[src/rtl/fp_addsub_arbiter_pkg.sv]
// Shared FPU definitions for the add/sub arbiter slice.
// Holds the op encoding, the tag width and the default in-flight limit.
package fp_addsub_arbiter_pkg;

    typedef enum logic {
        OP_ADD = 1'b0,
        OP_SUB = 1'b1
    } fp_op_e;

    localparam int TAG_W = 1;
    localparam int CNT_W = 4;
    localparam int DEFAULT_MAX_OUTSTANDING = 4;

endpackage

[src/rtl/fp_addsub_arbiter_if.sv]
// Bundle of requester, issue, result and response signals.
// slave = arbiter view, master = requesters/pipeline view.
interface fp_addsub_arbiter_if;
    import fp_addsub_arbiter_pkg::*;

    logic              req0, req1;
    logic [31:0]       a0, b0, a1, b1;
    logic              op0, op1;
    logic              gnt0, gnt1;
    logic              issue_valid;
    logic [31:0]       issue_a, issue_b;
    logic              issue_op;
    logic [TAG_W-1:0]  issue_tag;
    logic              res_valid;
    logic [31:0]       res_data;
    logic [TAG_W-1:0]  res_tag;
    logic              rsp_valid0, rsp_valid1;
    logic [31:0]       rsp_data;
    logic              busy, err;

    modport slave (
        input  req0, req1, a0, b0, a1, b1, op0, op1,
        output gnt0, gnt1,
        output issue_valid, issue_a, issue_b, issue_op, issue_tag,
        input  res_valid, res_data, res_tag,
        output rsp_valid0, rsp_valid1, rsp_data,
        output busy, err
    );

    modport master (
        output req0, req1, a0, b0, a1, b1, op0, op1,
        input  gnt0, gnt1,
        input  issue_valid, issue_a, issue_b, issue_op, issue_tag,
        output res_valid, res_data, res_tag,
        input  rsp_valid0, rsp_valid1, rsp_data,
        input  busy, err
    );

endinterface

[src/rtl/fp_addsub_arbiter_rr_arb2.sv]
// Two-way round-robin arbiter; ptr names the preferred requester.
// Ports: req[1:0], ptr, enable in; one-hot-or-zero gnt[1:0] out.
module rr_arb2 (
    input  logic [1:0] req,
    input  logic       ptr,
    input  logic       enable,
    output logic [1:0] gnt
);

    // A lone requester always wins; on contention ptr decides.
    assign gnt[0] = enable & req[0] & (~req[1] | ~ptr);
    assign gnt[1] = enable & req[1] & (~req[0] |  ptr);

endmodule

[src/rtl/fp_addsub_arbiter.sv]
// Arbitrates two requesters onto one shared FP add/sub pipeline,
// tracks in-flight ops and routes tagged results back.
// Ports: clk, rst (async, active-high), bus (slave modport).
module fp_addsub_arbiter
    import fp_addsub_arbiter_pkg::*;
#(
    parameter int MAX_OUTSTANDING = DEFAULT_MAX_OUTSTANDING
) (
    input  logic                clk,
    input  logic                rst,
    fp_addsub_arbiter_if.slave  bus
);

    logic [CNT_W-1:0] outstanding;
    logic [CNT_W-1:0] outstanding_nxt;
    logic             ptr;
    logic             enable;
    logic [1:0]       gnt;
    logic             any_gnt;

    // Throttle on the registered count only, so a same-cycle
    // result never opens a slot early.
    assign enable  = !rst && (outstanding < CNT_W'(MAX_OUTSTANDING));
    assign any_gnt = |gnt;

    rr_arb2 u_arb (
        .req    ({bus.req1, bus.req0}),
        .ptr    (ptr),
        .enable (enable),
        .gnt    (gnt)
    );

    assign bus.gnt0 = gnt[0];
    assign bus.gnt1 = gnt[1];
    assign bus.busy = (outstanding != '0);

    always_comb begin
        outstanding_nxt = outstanding;
        unique case ({any_gnt, bus.res_valid})
            2'b10:   outstanding_nxt = outstanding + 1'b1;
            2'b01:   begin
                // Stray result: hold at zero, err records it.
                if (outstanding != '0)
                    outstanding_nxt = outstanding - 1'b1;
            end
            default: outstanding_nxt = outstanding;
        endcase
    end

    always_ff @(posedge clk or posedge rst) begin
        if (rst) begin
            outstanding <= '0;
            ptr         <= 1'b0;
            bus.err     <= 1'b0;
        end else begin
            outstanding <= outstanding_nxt;
            if (any_gnt)
                ptr <= gnt[0];
            if (bus.res_valid && outstanding == '0)
                bus.err <= 1'b1;
        end
    end

    always_ff @(posedge clk or posedge rst) begin
        if (rst) begin
            bus.issue_valid <= 1'b0;
            bus.issue_a     <= '0;
            bus.issue_b     <= '0;
            bus.issue_op    <= OP_ADD;
            bus.issue_tag   <= '0;
        end else begin
            bus.issue_valid <= any_gnt;
            if (any_gnt) begin
                bus.issue_a   <= gnt[1] ? bus.a1  : bus.a0;
                bus.issue_b   <= gnt[1] ? bus.b1  : bus.b0;
                bus.issue_op  <= gnt[1] ? bus.op1 : bus.op0;
                bus.issue_tag <= TAG_W'(gnt[1]);
            end
        end
    end

    always_ff @(posedge clk or posedge rst) begin
        if (rst) begin
            bus.rsp_valid0 <= 1'b0;
            bus.rsp_valid1 <= 1'b0;
            bus.rsp_data   <= '0;
        end else begin
            bus.rsp_valid0 <= bus.res_valid && (bus.res_tag == TAG_W'(0));
            bus.rsp_valid1 <= bus.res_valid && (bus.res_tag == TAG_W'(1));
            if (bus.res_valid)
                bus.rsp_data <= bus.res_data;
        end
    end

endmodule

[src/flat_wrapper.sv]
// flat-port wrapper written by rule: the top's interface ports become plain ports
module fp_addsub_arbiter_flat import fp_addsub_arbiter_pkg::*;
#(
    parameter int MAX_OUTSTANDING = DEFAULT_MAX_OUTSTANDING
)
  (clk, rst, bus_req0, bus_req1, bus_a0, bus_b0, bus_a1, bus_b1, bus_op0, bus_op1, bus_gnt0, bus_gnt1, bus_issue_valid, bus_issue_a, bus_issue_b, bus_issue_op, bus_issue_tag, bus_res_valid, bus_res_data, bus_res_tag, bus_rsp_valid0, bus_rsp_valid1, bus_rsp_data, bus_busy, bus_err);
  fp_addsub_arbiter_if bus_i ();
  input  logic clk;
  input  logic rst;
  input wire logic [$bits(bus_i.req0)-1:0] bus_req0;
  input wire logic [$bits(bus_i.req1)-1:0] bus_req1;
  input wire logic [$bits(bus_i.a0)-1:0] bus_a0;
  input wire logic [$bits(bus_i.b0)-1:0] bus_b0;
  input wire logic [$bits(bus_i.a1)-1:0] bus_a1;
  input wire logic [$bits(bus_i.b1)-1:0] bus_b1;
  input wire logic [$bits(bus_i.op0)-1:0] bus_op0;
  input wire logic [$bits(bus_i.op1)-1:0] bus_op1;
  output wire logic [$bits(bus_i.gnt0)-1:0] bus_gnt0;
  output wire logic [$bits(bus_i.gnt1)-1:0] bus_gnt1;
  output wire logic [$bits(bus_i.issue_valid)-1:0] bus_issue_valid;
  output wire logic [$bits(bus_i.issue_a)-1:0] bus_issue_a;
  output wire logic [$bits(bus_i.issue_b)-1:0] bus_issue_b;
  output wire logic [$bits(bus_i.issue_op)-1:0] bus_issue_op;
  output wire logic [$bits(bus_i.issue_tag)-1:0] bus_issue_tag;
  input wire logic [$bits(bus_i.res_valid)-1:0] bus_res_valid;
  input wire logic [$bits(bus_i.res_data)-1:0] bus_res_data;
  input wire logic [$bits(bus_i.res_tag)-1:0] bus_res_tag;
  output wire logic [$bits(bus_i.rsp_valid0)-1:0] bus_rsp_valid0;
  output wire logic [$bits(bus_i.rsp_valid1)-1:0] bus_rsp_valid1;
  output wire logic [$bits(bus_i.rsp_data)-1:0] bus_rsp_data;
  output wire logic [$bits(bus_i.busy)-1:0] bus_busy;
  output wire logic [$bits(bus_i.err)-1:0] bus_err;
  assign bus_i.req0 = bus_req0;
  assign bus_i.req1 = bus_req1;
  assign bus_i.a0 = bus_a0;
  assign bus_i.b0 = bus_b0;
  assign bus_i.a1 = bus_a1;
  assign bus_i.b1 = bus_b1;
  assign bus_i.op0 = bus_op0;
  assign bus_i.op1 = bus_op1;
  assign bus_gnt0 = bus_i.gnt0;
  assign bus_gnt1 = bus_i.gnt1;
  assign bus_issue_valid = bus_i.issue_valid;
  assign bus_issue_a = bus_i.issue_a;
  assign bus_issue_b = bus_i.issue_b;
  assign bus_issue_op = bus_i.issue_op;
  assign bus_issue_tag = bus_i.issue_tag;
  assign bus_i.res_valid = bus_res_valid;
  assign bus_i.res_data = bus_res_data;
  assign bus_i.res_tag = bus_res_tag;
  assign bus_rsp_valid0 = bus_i.rsp_valid0;
  assign bus_rsp_valid1 = bus_i.rsp_valid1;
  assign bus_rsp_data = bus_i.rsp_data;
  assign bus_busy = bus_i.busy;
  assign bus_err = bus_i.err;
  fp_addsub_arbiter #(.MAX_OUTSTANDING(MAX_OUTSTANDING)) u_core (.clk(clk), .rst(rst), .bus(bus_i));
endmodule
[config.mk]
export PLATFORM = sky130hd
export DESIGN_NAME = fp_addsub_arbiter_flat
export DESIGN_NICKNAME = d
export VERILOG_FILES = /design/src/rtl/fp_addsub_arbiter_pkg.sv /design/src/rtl/fp_addsub_arbiter_if.sv /design/src/rtl/fp_addsub_arbiter_rr_arb2.sv /design/src/rtl/fp_addsub_arbiter.sv /design/src/flat_wrapper.sv
export SDC_FILE = /design/constraint.sdc
export NUM_CORES = 1
export LEC_CHECK = 0
export BUFFER_PORTS_ARGS = -buffer_cell sky130_fd_sc_hd__buf_4
export CORE_ASPECT_RATIO = 2
export CORE_MARGIN = 3
export CORE_UTILIZATION = 44
export CTS_CLUSTER_DIAMETER = 30
export CTS_CLUSTER_SIZE = 24
export DETAILED_ROUTE_END_ITERATION = 7
export PLACE_DENSITY = 0.86
export SLEW_MARGIN = 20
export SYNTH_ARGS = -nofsm -noshare
export SYNTH_HDL_FRONTEND = slang
export SYNTH_SLANG_ARGS = --single-unit
export TNS_END_PERCENT = 1
[constraint.sdc]
create_clock -name clk -period 3.9 [get_ports clk]
set_input_delay 0.39 -clock clk [delete_from_list [all_inputs] [get_ports clk]]
set_output_delay 0.39 -clock clk [all_outputs]
set_load 0.005 [all_outputs]
==> results list, run 1 <==
- Pin count of the biggest net entering global routing: 105
* Area of the mapped netlist: around 0.0047 sq mm
- In the final layout, the multi-input gates occupy 0.00187 sq mm.
* Maximum VDD drop: between 0.3 and 0.4 mV
- The clock passes through at most 2 buffers.
- Slew Limit Fails: 0
- Ys Warns: 0
* Comb pwr share: 38.4%
* Critical path launch point type: flip-flop
- TritonCTS built the clock tree.
- Max-cap violations in this run came to 0.
* Worst setup EP type: output pin
- Summing over every cut layer, the via total after detailed routing is 4,047.
* Switching portion of total power: 33.1%
- In the final layout, the share of cells above drive strength 1 is 49.8%.
- The tightest min-delay check is of the in -> reg type.
* Routed vias/inst: 5.02
* Syn Nets: roughly 580
- Slowest cell on crit path: sky130_fd_sc_hd__nand3_4
- By startpoint and endpoint, the worst setup path is classified as reg -> out.
- Antenna fix cells: 0
- After detailed routing, the average wire length per cell comes to 17.2 microns.
* Unrepaired setup endpoints after global routing: no
- The first global-routing pass estimated 21,500 microns of wire.
- Top_reg_cell synth: sky130_fd_sc_hd__dfrtp_1
- Summed over all failing endpoints, the final setup total negative slack is 0 ns.
- For the pin with the worst max-slew slack, the measured transition is around 0.92 ns.
- Post-Syn Instances: between 400 and 500
- The detail route stage leaves a number of antenna-violating nets equal to 0.
- Wires add up to 13,800 microns.
- For this configuration, the core starts out at a cell density of between 40% and 50%.
- Number of fillers in the final layout: approximately 820
* Critical path arrival: 2.00 ns
- Violation count after the first detailed-routing iteration: 136
* Number of global-route vias before repair: approximately 4,400
- Result of the run: completed
- After clock tree synthesis, the flow added hold-fix buffers numbering 0.
- The H-tree was split into 3 levels.
- The die covers 0.0121 sq mm.
- Ordered list of cells on the worst path: nor3_4, nand3_4, inv_1, buf_4
* Final hold violations: 0
- Standard cell core area: 0.0103 sq mm
- At the end of routability-driven placement, the weighted congestion stood at 0.758.
- Largest fanout on the critical path: 37
* Power density over the cells: 591 mW/mm^2
* Total net switching power: around 0.0014 W
- Area taken by flip-flops and latches: ~0.0027 sq mm
- Port buffer count: 272
- Global routing used between 20 and 25% of the available tracks.
- Post-synthesis cell type count: 35
* Achievable Freq: ~420 MHz
* Rel. slew slack: 38.5%
- Post-CTS repair timing setup buffer count: 0
- At the end of the flow, the number of nets in the layout was 837.
- Setup skew after layout: 0.00748 ns
* Final count of negative-setup-slack endpoints: 0
- The worst path uses just over 60% of the clock period.
- Each instance of the synthesized netlist takes up on average 11.6 sq um.
- The floorplan step set the die width to roughly 79 microns.
- The number of gates resized after CTS was 0.
- Cell at the root of the clock tree: sky130_fd_sc_hd__clkbuf_16
- Leakage dissipation: 3.95 nW
- Number of buffers added by the clock tree synthesis step: 9
* Critical Path Max Stage Delay: 0.56 ns
- Internal power comes to 0.00281 W.
- Cell row count: 52
- Die H: around 150 microns
- Data required time of the critical path: 3.51 ns
- Number of synthesized register bits: 107
- Number of enable flip-flop cells after synthesis: 0
* DRC violation count after routing: 0
- Total I/O pin count: 273
- Area added between synthesis and finish: 50.8%
- Detailed placement ended at an HPWL of ~11,000 microns.
* Reg power frac: approximately two fifths
- Clock insertion delay at the later pin of the skew report: approximately 0.34 ns
- The clock net in this run drives a total of 107 sinks.
- The initial antenna violation count is 0.
* GRT Residual Overflow: 0
- Fraction of registers with async set or reset after synthesis: 100%
- Clock-pin slew was measured on the worst setup and hold paths at 0.07 ns.
- Final min period: around 2.4 ns
- Relative contribution of the clock network to total power: 20.2%
- The first TritonRoute pass finished after 4 iterations.
- Power comes to 0.00420 W.
- Of the synthesized area, sequential elements account for 56.8%.
final cells by class:
cell class / count / area share (%)
sequential: 107 / 37.7
clock buffer: 9 / 3.17
clock inverter: 7 / 0.704
multi-input combinational: 262 / 26.3
inverter: 9 / 0.511
tap: 135 / 2.38
timing repair buffer: 277 / 29.3
cell families after synthesis:
| kind of cell | synth area share (%) |
|---|---|
| buffers and inverters | 3.82 |
| adders and majority gates | 0.956 |
| and+or+nand+nor | 7.28 |
| muxes | 21.7 |
| AOI/OAI and AO/OA | 9.03 |
| xor gates and xnor gates | 0.372 |
| DFF | 56.8 |
power by group through the flow:
stage	Sequential, W	Combinational (W)	Clock [W]
after floorplan	0.00175	0.000715	0
after detailed placement	0.00175	0.00164	0
after CTS	0.00174	0.00164	0.000866
after global placement	0.00174	0.00155	0
final	0.00174	0.00161	0.000847
after global routing	0.00178	0.00178	0.000908
sequential cells by signal, indices dropped and copies added (netlist names):
| register | flops |
|---|---|
| u_core.bus.rsp_data | 32 |
| u_core.bus.issue_b | 32 |
| u_core.bus.rsp_valid0 | 1 |
| u_core.ptr | 1 |
| u_core.bus.issue_a | 32 |
| u_core.bus.issue_op | 1 |
| u_core.outstanding | 4 |
| u_core.bus.rsp_valid1 | 1 |
| u_core.bus.issue_valid | 1 |
| u_core.bus.issue_tag | 1 |
| u_core.bus.err | 1 |
cell usage in the layout (no fill, tap or decap), drive strengths merged, types with 4 or more instances in the layout:
master	synthesis	routed
o21ai	69	69
inv	9	12
dfrtp	107	107
clkinv	0	4
mux2i	65	65
mux2	33	33
nand2	68	68
buf	17	277
clkbuf	10	9
critical path: cells and delay by family (launching register included):
family	cells	cell delay, ns
simple gates	2	0.88
flops	1	0.44
buf+inv	2	0.32
synthesized netlist by cell type, types with 2 or more instances:
master	number	area [sq um]
sky130_fd_sc_hd__inv_2	3	11.3
sky130_fd_sc_hd__nand4_1	2	12.5
sky130_fd_sc_hd__mux2_2	32	360
sky130_fd_sc_hd__clkbuf_1	10	37.5
sky130_fd_sc_hd__xnor2_1	2	17.5
sky130_fd_sc_hd__nand2_1	67	251
sky130_fd_sc_hd__a21o_1	3	22.5
sky130_fd_sc_hd__o21ai_1	67	335
sky130_fd_sc_hd__dfrtp_1	107	2680
sky130_fd_sc_hd__a21oi_1	3	15.0
sky130_fd_sc_hd__mux2i_1	65	651
sky130_fd_sc_hd__buf_4	2	15.0
sky130_fd_sc_hd__buf_6	3	33.8
sky130_fd_sc_hd__inv_1	6	22.5
sky130_fd_sc_hd__buf_2	12	60.1
sky130_fd_sc_hd__ha_1	2	25.0
stage by stage:
stage / std cells / area, sq um / hold slack (ns) / worst slack [ns] / utilization, %
floorplan: 405 / 4710 / 0.451 / 0.693 / -
global placement: 790 / 6830 / 0.444 / 1.62 / 66.4
CTS: 806 / 7110 / 0.187 / 1.48 / 69.1
global route: 806 / 7110 / 0.195 / 1.37 / 69.1
finish: 806 / 7110 / 0.200 / 1.51 / 69.1
detailed placement: 790 / 6830 / 0.450 / 1.50 / 66.4
worst paths after layout:
| path | from | endpoint | slack [ns] | depth (start not counted) |
|---|---|---|---|---|
| setup / recovery | u_core.outstanding[2] | bus_gnt1 | 1.51 | 4 |
| hold / removal | bus_res_tag | u_core.bus.rsp_valid0 | 0.20 | 2 |
| setup reg to reg | u_core.outstanding[2] | u_core.bus.issue_b[3] | 1.54 | 5 |
| hold reg to reg | u_core.bus.err | u_core.bus.err | 0.47 | 1 |
| max in group asynchronous | rst | u_core.bus.issue_a[8] | 3.10 | 3 |
| min in group asynchronous | rst | u_core.outstanding[1] | 0.24 | 3 |
per-layer routing:
layer  share of wire (%)  track usage (%)
met1                  32             22.3
met2                  57             44.2
met3                 7.8             5.44
met4                 3.2             9.59
met5                   0                0
Note: power is estimated with default switching activity, not from simulation.
==> inputs of run 2 (changes only) <==
--- a/config.mk
+++ b/config.mk
@@ -5,14 +5,15 @@
 export SDC_FILE = /design/constraint.sdc
 export NUM_CORES = 1
 export LEC_CHECK = 0
+export ABC_AREA = 1
 export BUFFER_PORTS_ARGS = -buffer_cell sky130_fd_sc_hd__buf_4
 export CORE_ASPECT_RATIO = 2
 export CORE_MARGIN = 3
-export CORE_UTILIZATION = 44
+export CORE_UTILIZATION = 40
 export CTS_CLUSTER_DIAMETER = 30
 export CTS_CLUSTER_SIZE = 24
 export DETAILED_ROUTE_END_ITERATION = 7
-export PLACE_DENSITY = 0.86
+export PLACE_DENSITY = 0.83
 export SLEW_MARGIN = 20
 export SYNTH_ARGS = -nofsm -noshare
 export SYNTH_HDL_FRONTEND = slang
==> constraint.sdc (replaced) <==
create_clock -name clk -period 2.1 [get_ports clk]
set_input_delay 0.21 -clock clk [delete_from_list [all_inputs] [get_ports clk]]
set_output_delay 0.21 -clock clk [all_outputs]
set_load 0.005 [all_outputs]
==> run 2 against run 1 <==
  * Core utilization fell by 6.8 points
  * Sequential share of layout area about the same
  * Worst hold slack got worse by 0.13 ns
  * First-iteration DRC count is 8.1% higher
  * Count of clock-buffer cells in the layout up 1
  * Highest routed layer unchanged
  * Total power is 88% higher
  * Critical path depth rose by 3
  * Flip-flop and latch count unchanged
  * Critical path type is now reg -> reg
  * Sequential power up 88%
  * Combinational power grew 86%
  * Area after synthesis about the same
==> results list, run 2 <==
- Result of the run: completed
- Layout Utilization: 62.3% (-6.8 points)
* Top post-synthesis cells by area: sky130_fd_sc_hd__dfrtp_1 (57%), sky130_fd_sc_hd__nand2_1 (14%), sky130_fd_sc_hd__a21oi_1 (7.2%)
- The max-capacitance violation count came to 0 (unchanged).
* Final hold violations: 0 (unchanged)
- Maximum VDD drop: 0.523 mV (+64%)
* Average footprint of a synthesized cell: 8.59 sq um (-26%)
- Number of synthesized register bits: 107 (unchanged)
- Pin count of the biggest net entering global routing: 56 (-47%)
- The post-detailed-route via-to-cell ratio came to 4.92 (-2.0%).
- The clock sink total came to 107 (unchanged).
* Antenna violations before repair: 0 (unchanged)
- Area of the mapped netlist: 0.00471 sq mm (about the same)
- The H-tree depth is 3 (unchanged).
* Largest fanout on the critical path: 36 (-2.7%)
* Clock insertion delay at the later pin of the skew report: 0.34 ns (about the same)
* CTS clock-pin slew for the worst setup and hold paths: 0.07 ns (about the same)
- Top_reg_cell synth: sky130_fd_sc_hd__dfrtp_1
- Worst setup EP type: flip-flop
- Maximum clock insertion buffer count: 2 (unchanged)
- Leakage dissipation: 3.80 nW (-3.7%)
- Total routing resource utilization after global routing: 22.1% (-0.80 points)
* Detailed placement HPWL: 11,200 microns (+1.3%)
- Category of the most critical setup path: reg -> reg
* Total wire length after detailed routing: 14,800 microns (+7.0%)
- Unrepaired setup endpoints after global routing: no
* Register-to-register setup slack: 0.18 ns (-1.36 ns)
* Number of fillers in the final layout: 989 (+20%)
- The multi-input logic area came to 0.00177 sq mm (-5.0%).
* Net count of the finished layout: 981 (+17%)
* Leading registers by flop count: u_core.bus.issue_a x32, u_core.bus.issue_b x32, u_core.bus.rsp_data x32
* Global placement routability congestion: 0.854 (+13%)
- Final min period: 1.92 ns
- The fraction of layout instances using a drive strength above 1 is 38.5% (-11 points).
- The core area is 0.0114 sq mm (+11%).
- The clock buffer count from CTS was 9 (unchanged).
- The count of port buffers added during placement is 272 (unchanged).
- The total inserted antenna cells came to 0 (unchanged).
- Rel. slew slack: 52.8% (+14 points)
- Leaving out fill and tap cells, the most frequent cells in the layout are sky130_fd_sc_hd__buf_4 (284), sky130_fd_sc_hd__nand2_1 (174), sky130_fd_sc_hd__dfrtp_1 (107).
- Initial core utilization: 41.2% (-4.6 points)
* Number of detailed-routing iterations run before antenna repair: 4 (unchanged)
* Total I/O pin count: 273 (unchanged)
- Cell at the root of the clock tree: sky130_fd_sc_hd__clkbuf_16
- The tightest min-delay check is of the in -> reg type.
* Die H: 159 microns (+4.7%)
- The overall via count from detail_route came to 4,710 (+16%).
* Cell with the most instances after synthesis: sky130_fd_sc_hd__nand2_1
* Post-synthesis cell type with the largest combined area: sky130_fd_sc_hd__dfrtp_1
- The share of the synthesized area in the top cell type was 56.9% (about the same).
- Achievable Freq: 520 MHz
- The synthesized netlist net count came to 719 (+25%).
- In the finished design, the share of the clock period the worst path needs comes to roughly 90%.
* DRC violation count after routing: 0 (unchanged)
- The cell area reported after detailed placement came to 0.00681 sq mm (-0.24%).
* Area added between synthesis and finish: 51.1%
- The number of pins exceeding their max-slew limit in the final report came to 0 (unchanged).
- Die X: 82.7 microns (+4.5%)
- Number of global-route vias before repair: 4,743 (+8.6%)
- The minimum hold slack was 0.0674 ns (-0.132 ns).
- Top post-synthesis cells by count: sky130_fd_sc_hd__nand2_1 (175), sky130_fd_sc_hd__dfrtp_1 (107), sky130_fd_sc_hd__a21oi_1 (68), sky130_fd_sc_hd__nor2_1 (68), sky130_fd_sc_hd__o21ai_1 (49)
- Critical path launch point type: flip-flop
- Cell row count: 55 (+5.8%)
* Number of nets with antenna violations after routing: 0 (unchanged)
- The wire length of the first global-routing pass is 22,700 microns (+5.8%).
- The required time at the worst-slack endpoint came to 2.34 ns (-1.17 ns).
- The count of mapped cells out of synthesis was 548 (+35%).
* Violation count after the first detailed-routing iteration: 147 (+8.1%)
- Slew at the pin closest to its max-slew limit: 0.708 ns (-0.215 ns)
- The number of enable-type register cells in the synthesized netlist was 0 (unchanged).
- The worst setup skew after layout is 0.00942 ns (+0.00194 ns).
* Critical path arrival: 2.17 ns (+0.17 ns)
- Leaving out fill and tap cells, the most frequent cell in the layout is sky130_fd_sc_hd__buf_4.
- The remaining global-route overflow was 0 (unchanged).
- The proportion of synthesized flip-flops having asynchronous set or reset was 100% (unchanged).
- TritonCTS built the clock tree.
* Post-CTS repair timing setup buffer count: 0 (unchanged)
- Area taken by flip-flops and latches: 0.00268 sq mm (unchanged)
- Power density over the cells: 1110 mW/mm^2 (+88%)
- Share of synthesized area occupied by flip-flops and latches: 56.9% (about the same)
- The total number of yosys warnings came to 0 (unchanged).
* Routed wire length per instance: 15.5 microns (-9.9%)
* Post-synthesis cell type count: 25 (-29%)
* Final count of negative-setup-slack endpoints: 0 (unchanged)
- The area of the die was 0.0132 sq mm (+9.4%).
- The final instance area is 0.00711 sq mm (+0.12%).
run 2: kinds of logic after synthesis:
kind of cell	share of synthesized area (%)
and+or+nand+nor	21.8
xor gates and xnor gates	0.372
AOI/OAI and AO/OA	14.4
buffers and inverters	5.61
DFF	56.9
adders and majority gates	0.956
run 2: path summary, 6_finish.rpt:
| check | start | endpoint | cells past startpoint |
|---|---|---|---|
| worst min-delay path | bus_res_data[6] | u_core.bus.rsp_data[6] | 3 |
| min in group asynchronous | rst | u_core.bus.issue_a[7] | 3 |
| max in group asynchronous | rst | u_core.bus.issue_b[24] | 4 |
| worst max register to register | u_core.outstanding[2] | u_core.bus.issue_b[29] | 7 |
| worst min register to register | u_core.bus.rsp_data[27] | u_core.bus.rsp_data[27] | 2 |
| worst max-delay path | u_core.outstanding[2] | u_core.bus.issue_b[29] | 7 |
run 2: critical path, stage by stage, from the launching register on:
cell and delay, ns:
sky130_fd_sc_hd__dfrtp_1 0.42, sky130_fd_sc_hd__nor2_4 0.15, sky130_fd_sc_hd__nand2_4 0.10, sky130_fd_sc_hd__nor2_8 0.11, sky130_fd_sc_hd__buf_4 0.39, sky130_fd_sc_hd__buf_4 0.41, sky130_fd_sc_hd__a21oi_1 0.06, sky130_fd_sc_hd__o21ai_0 0.18
run 2: where the power goes:
group | total, W | internal, W | switching [W]
registers | 0.00327 | 0.00283 | 0.000438
clock network | 0.00163 | 0.000853 | 0.000774
logic | 0.00300 | 0.00161 | 0.00139
total | 0.00790 | 0.00529 | 0.00260
run 2: final cells by class:
class	count	share of cell area [%]
flip-flops and latches	107	37.6
repair buffers	286	30.3
multi-input cells	395	24.9
clock buffers	10	3.36
well taps	142	2.50
clock inverters	6	0.668
inverters	11	0.633
run 2: metal layers:
| metal | wire length, microns | GRT usage, % |
|---|---|---|
| met1 | 5150 | 23.4 |
| met2 | 7930 | 39.9 |
| met3 | 1250 | 5.49 |
| met4 | 467 | 9.30 |
| met5 | 0 | 0 |
run 2: through the flow:
stage	setup slack (ns)	setup TNS [ns]	instances	power [W]
floorplan	-1.26	-55.51	548	0.00462
global placement	0.212	0	940	0.00624
detailed placement	0.155	0	940	0.00636
CTS	0.142	0	956	0.00801
global route	0.0196	0	957	0.00851
finish	0.175	0	957	0.00790
run 2: timing repair:
action	4_1_cts	5_1_grt
setup endpoints to repair	0	3
endpoints found under the hold margin	0	1
resized for setup	0	1
hold buffers	0	1
==> inputs of run 3 (changes only) <==
--- a/config.mk
+++ b/config.mk
@@ -7,13 +7,12 @@
 export LEC_CHECK = 0
 export ABC_AREA = 1
 export BUFFER_PORTS_ARGS = -buffer_cell sky130_fd_sc_hd__buf_4
-export CORE_ASPECT_RATIO = 2
 export CORE_MARGIN = 3
 export CORE_UTILIZATION = 40
 export CTS_CLUSTER_DIAMETER = 30
 export CTS_CLUSTER_SIZE = 24
 export DETAILED_ROUTE_END_ITERATION = 7
-export PLACE_DENSITY = 0.83
+export PLACE_DENSITY = 0.77
 export SLEW_MARGIN = 20
 export SYNTH_ARGS = -nofsm -noshare
 export SYNTH_HDL_FRONTEND = slang
==> run 3 against run 2 <==
  * Final cell count decreased by 0.52%
  * Via count is 1.3% lower
  * Flip-flop and latch count stayed put
  * Global-route usage down 1.1 points
  * First-iteration DRC count increased by 130%
  * Largest power group unchanged
  * Core utilization increased by 1.5 points
  * Cell area up 0.11%
  * Clock power about the same
  * Wire length fell by 0.56%
  * Worst setup slack got worse by 0.14 ns
  * Sequential power about the same
  * Count of clock-buffer cells in the layout unchanged
  * Critical path type is now reg -> out
==> results list, run 3 (synthesized netlist as in run 2, its figures left out) <==
* Final count of negative-setup-slack endpoints: 0 (unchanged)
- The run finished with clean final reports.
- The largest stage delay on the critical path is 0.45 ns (+0.03 ns).
* Data required time of the critical path: 1.89 ns (-0.45 ns)
- Initial core utilization: 42.2% (+0.92 points)
- The wire length of the first global-routing pass was 22,200 microns (-2.1%).
- The worst setup path is launched from a flip-flop.
- In the final layout, the registers with the most flip-flops are u_core.bus.issue_a x32, u_core.bus.issue_b x32, u_core.bus.rsp_data x32.
- The core area is 0.0112 sq mm (-2.2%).
* Area added between synthesis and finish: 51.2%
- The number of pins exceeding their max-slew limit in the final report was 0 (unchanged).
- Maximum VDD drop: 0.561 mV (+7.1%)
- The worst-case setup margin in the final layout is 0.0368 ns (-0.138 ns).
- Violation count after the first detailed-routing iteration: 337 (+130%)
- The overall via count from detail_route is 4,650 (-1.3%).
- Number of nets with antenna violations after routing: 0 (unchanged)
- Most common cell after layout, fill and taps aside: sky130_fd_sc_hd__buf_4
* Net count of the finished layout: 978 (-0.31%)
- The register clock-pin slew on the reported worst setup and hold paths came to 0.08 ns (about the same).
* Cell at the root of the clock tree: sky130_fd_sc_hd__clkbuf_16
- The worst slack at placement is 0.0416 ns (-0.114 ns).
- The setup path with the least slack is of type reg -> out.
* Total routing resource utilization after global routing: 21.0% (-1.1 points)
- The library cells used most frequently in the layout, excluding fill and tap cells, are sky130_fd_sc_hd__buf_4 (280), sky130_fd_sc_hd__nand2_1 (174), sky130_fd_sc_hd__dfrtp_1 (106).
- The hold buffer count at CTS came to 0 (unchanged).
- Total wire length after detailed routing: 14,700 microns (-0.56%)
- The initial antenna violation count was 0 (unchanged).
- Ordered list of cells on the worst path: nor2_4, nand2_4, nor2_8, clkbuf_8, buf_4
- Global placement routability congestion: 0.875 (+2.5%)
* Number of detailed-routing iterations run before antenna repair: 4 (unchanged)
- Achievable Freq: 485 MHz (-6.7%)
- The floorplan die width was 115 microns (+38%).
- Routed wire length per instance: 15.5 microns (about the same)
- The maximum fanout encountered on the critical timing path came to 66 (+83%).
- Clock insertion delay at the later pin of the skew report: 0.34 ns (about the same)
* Cell row count: 38 (-31%)
* Clock sink count: 107 (unchanged)
* Unrepaired setup endpoints after global routing: yes
- The remaining routing DRC violations was 0 (unchanged).
- Setup skew after layout: 0.0103 ns (+0.000849 ns)
* Total I/O pin count: 273 (unchanged)
- Final min period: 2.06 ns (+0.138 ns)
- Final period util: 98.2% (+6.6 points)
* Power density over the cells: 1130 mW/mm^2 (+1.4%)
- Die H: 115 microns (-28%)
- The area of the die was 0.0131 sq mm (-0.60%).
- The maximum buffer depth of the clock tree was 2 (unchanged).
- The pin slew with the least headroom to its limit is 0.847 ns (+0.139 ns).
- Rel. slew slack: 43.5% (-9.3 points)
* Worst setup EP type: output pin
- Detailed placement HPWL: 10,800 microns (-3.7%)
- The remaining global-route overflow came to 0 (unchanged).
- The clock buffer count from CTS came to 9 (unchanged).
* Total negative slack for setup checks: 0 ns (unchanged)
* Hold WS: 0.0201 ns (-0.0473 ns)
- Count of placed standard cells in the final layout, fillers left out: 952 (-0.52%)
- Critical path arrival: 1.85 ns (-0.32 ns)
* Slowest cell on crit path: sky130_fd_sc_hd__dfrtp_1
- The total instance count after detailed placement came to 934 (-0.64%).
- The number of global-route vias before repair is 4,548 (-4.1%).
- Routed vias/inst: 4.88 (-0.76%)
* Layout cells sized above 1: 38.7% (+0.14 points)
- The total inserted antenna cells is 0 (unchanged).
- Final hold violations: 0 (unchanged)
- Number of fillers in the final layout: 959 (-3.0%)
- Leakage dissipation: 3.79 nW (-0.42%)
- TritonCTS built the clock tree.
- Pin count of the biggest net entering global routing: 68 (+21%)
* Port buffer count: 272 (unchanged)
- The min-delay analysis places its worst path in the category in -> reg.
- The H-tree depth was 3 (unchanged).
- The max-capacitance violation count is 0 (unchanged).
## run 3: routing by layer
| layer | wire [microns] | part of all wire, % | vias up | global-route usage [%] |
|---|---|---|---|---|
| met5 | 0 | 0 | - | 0 |
| met4 | 182 | 1.2 | 0 | 3.96 |
| met3 | 1380 | 9.3 | 15 | 5.66 |
| met2 | 7640 | 52 | 214 | 38.4 |
| met1 | 5520 | 38 | 2145 | 24.8 |
| li1 | - | - | 2276 | - |
## run 3: power by group
part           switching, W  internal (W)  total (W)  leakage, nW
Combinational       0.00146       0.00163    0.00309         2.36
Clock              0.000774      0.000863    0.00164        0.140
Sequential         0.000463       0.00283    0.00329         1.29
## run 3: per-stage QoR
step	power (W)	cell area, sq um	util (%)
2_1_floorplan	0.00462	4720	-
3_3_place_gp	0.00627	6780	60.7
3_5_place_dp	0.00641	6780	60.7
4_1_cts	0.00807	7080	63.4
5_1_grt	0.00858	7120	63.7
6_report	0.00802	7120	63.7
## run 3: layout make-up
| class | instances | area [sq um] | area share [%] |
|---|---|---|---|
| timing repair buffer | 283 | 2140 | 30.1 |
| inverter | 11 | 45.0 | 0.632 |
| tap | 140 | 175 | 2.46 |
| clock inverter | 6 | 55.1 | 0.773 |
| clock buffer | 10 | 239 | 3.36 |
| sequential | 107 | 2680 | 37.6 |
| multi-input combinational | 395 | 1790 | 25.1 |
## run 3: worst paths after layout
check | startpoint | to | slack [ns] | depth (start not counted)
worst max-delay path | u_core.outstanding[3] | bus_gnt0 | 0.04 | 5
worst min-delay path | bus_res_tag | u_core.bus.rsp_valid0 | 0.02 | 2
worst max register to register | u_core.outstanding[3] | u_core.outstanding[3] | 0.04 | 14
worst min register to register | u_core.bus.rsp_data[9] | u_core.bus.rsp_data[9] | 0.48 | 2
max in group asynchronous | rst | u_core.outstanding[2] | 0.73 | 4
min in group asynchronous | rst | u_core.bus.rsp_data[24] | 0.08 | 3
## run 3: worst max-delay path, delay by kind of cell, from the launching register on
family,cells,cell delay [ns]
AND/OR/NAND/NOR,3,0.41
buffers and inverters,2,0.59
flip-flops,1,0.45
## run 3: what timing repair did
| action | in CTS | in global routing |
|---|---|---|
| resized for setup | 2 | 6 |
| endpoints found under the hold margin | 0 | 0 |
| buffers inserted | 0 | 2 |
| pin swaps | 0 | 9 |
| gates cloned | 0 | 0 |
| endpoints found under the setup margin | 2 | 6 |
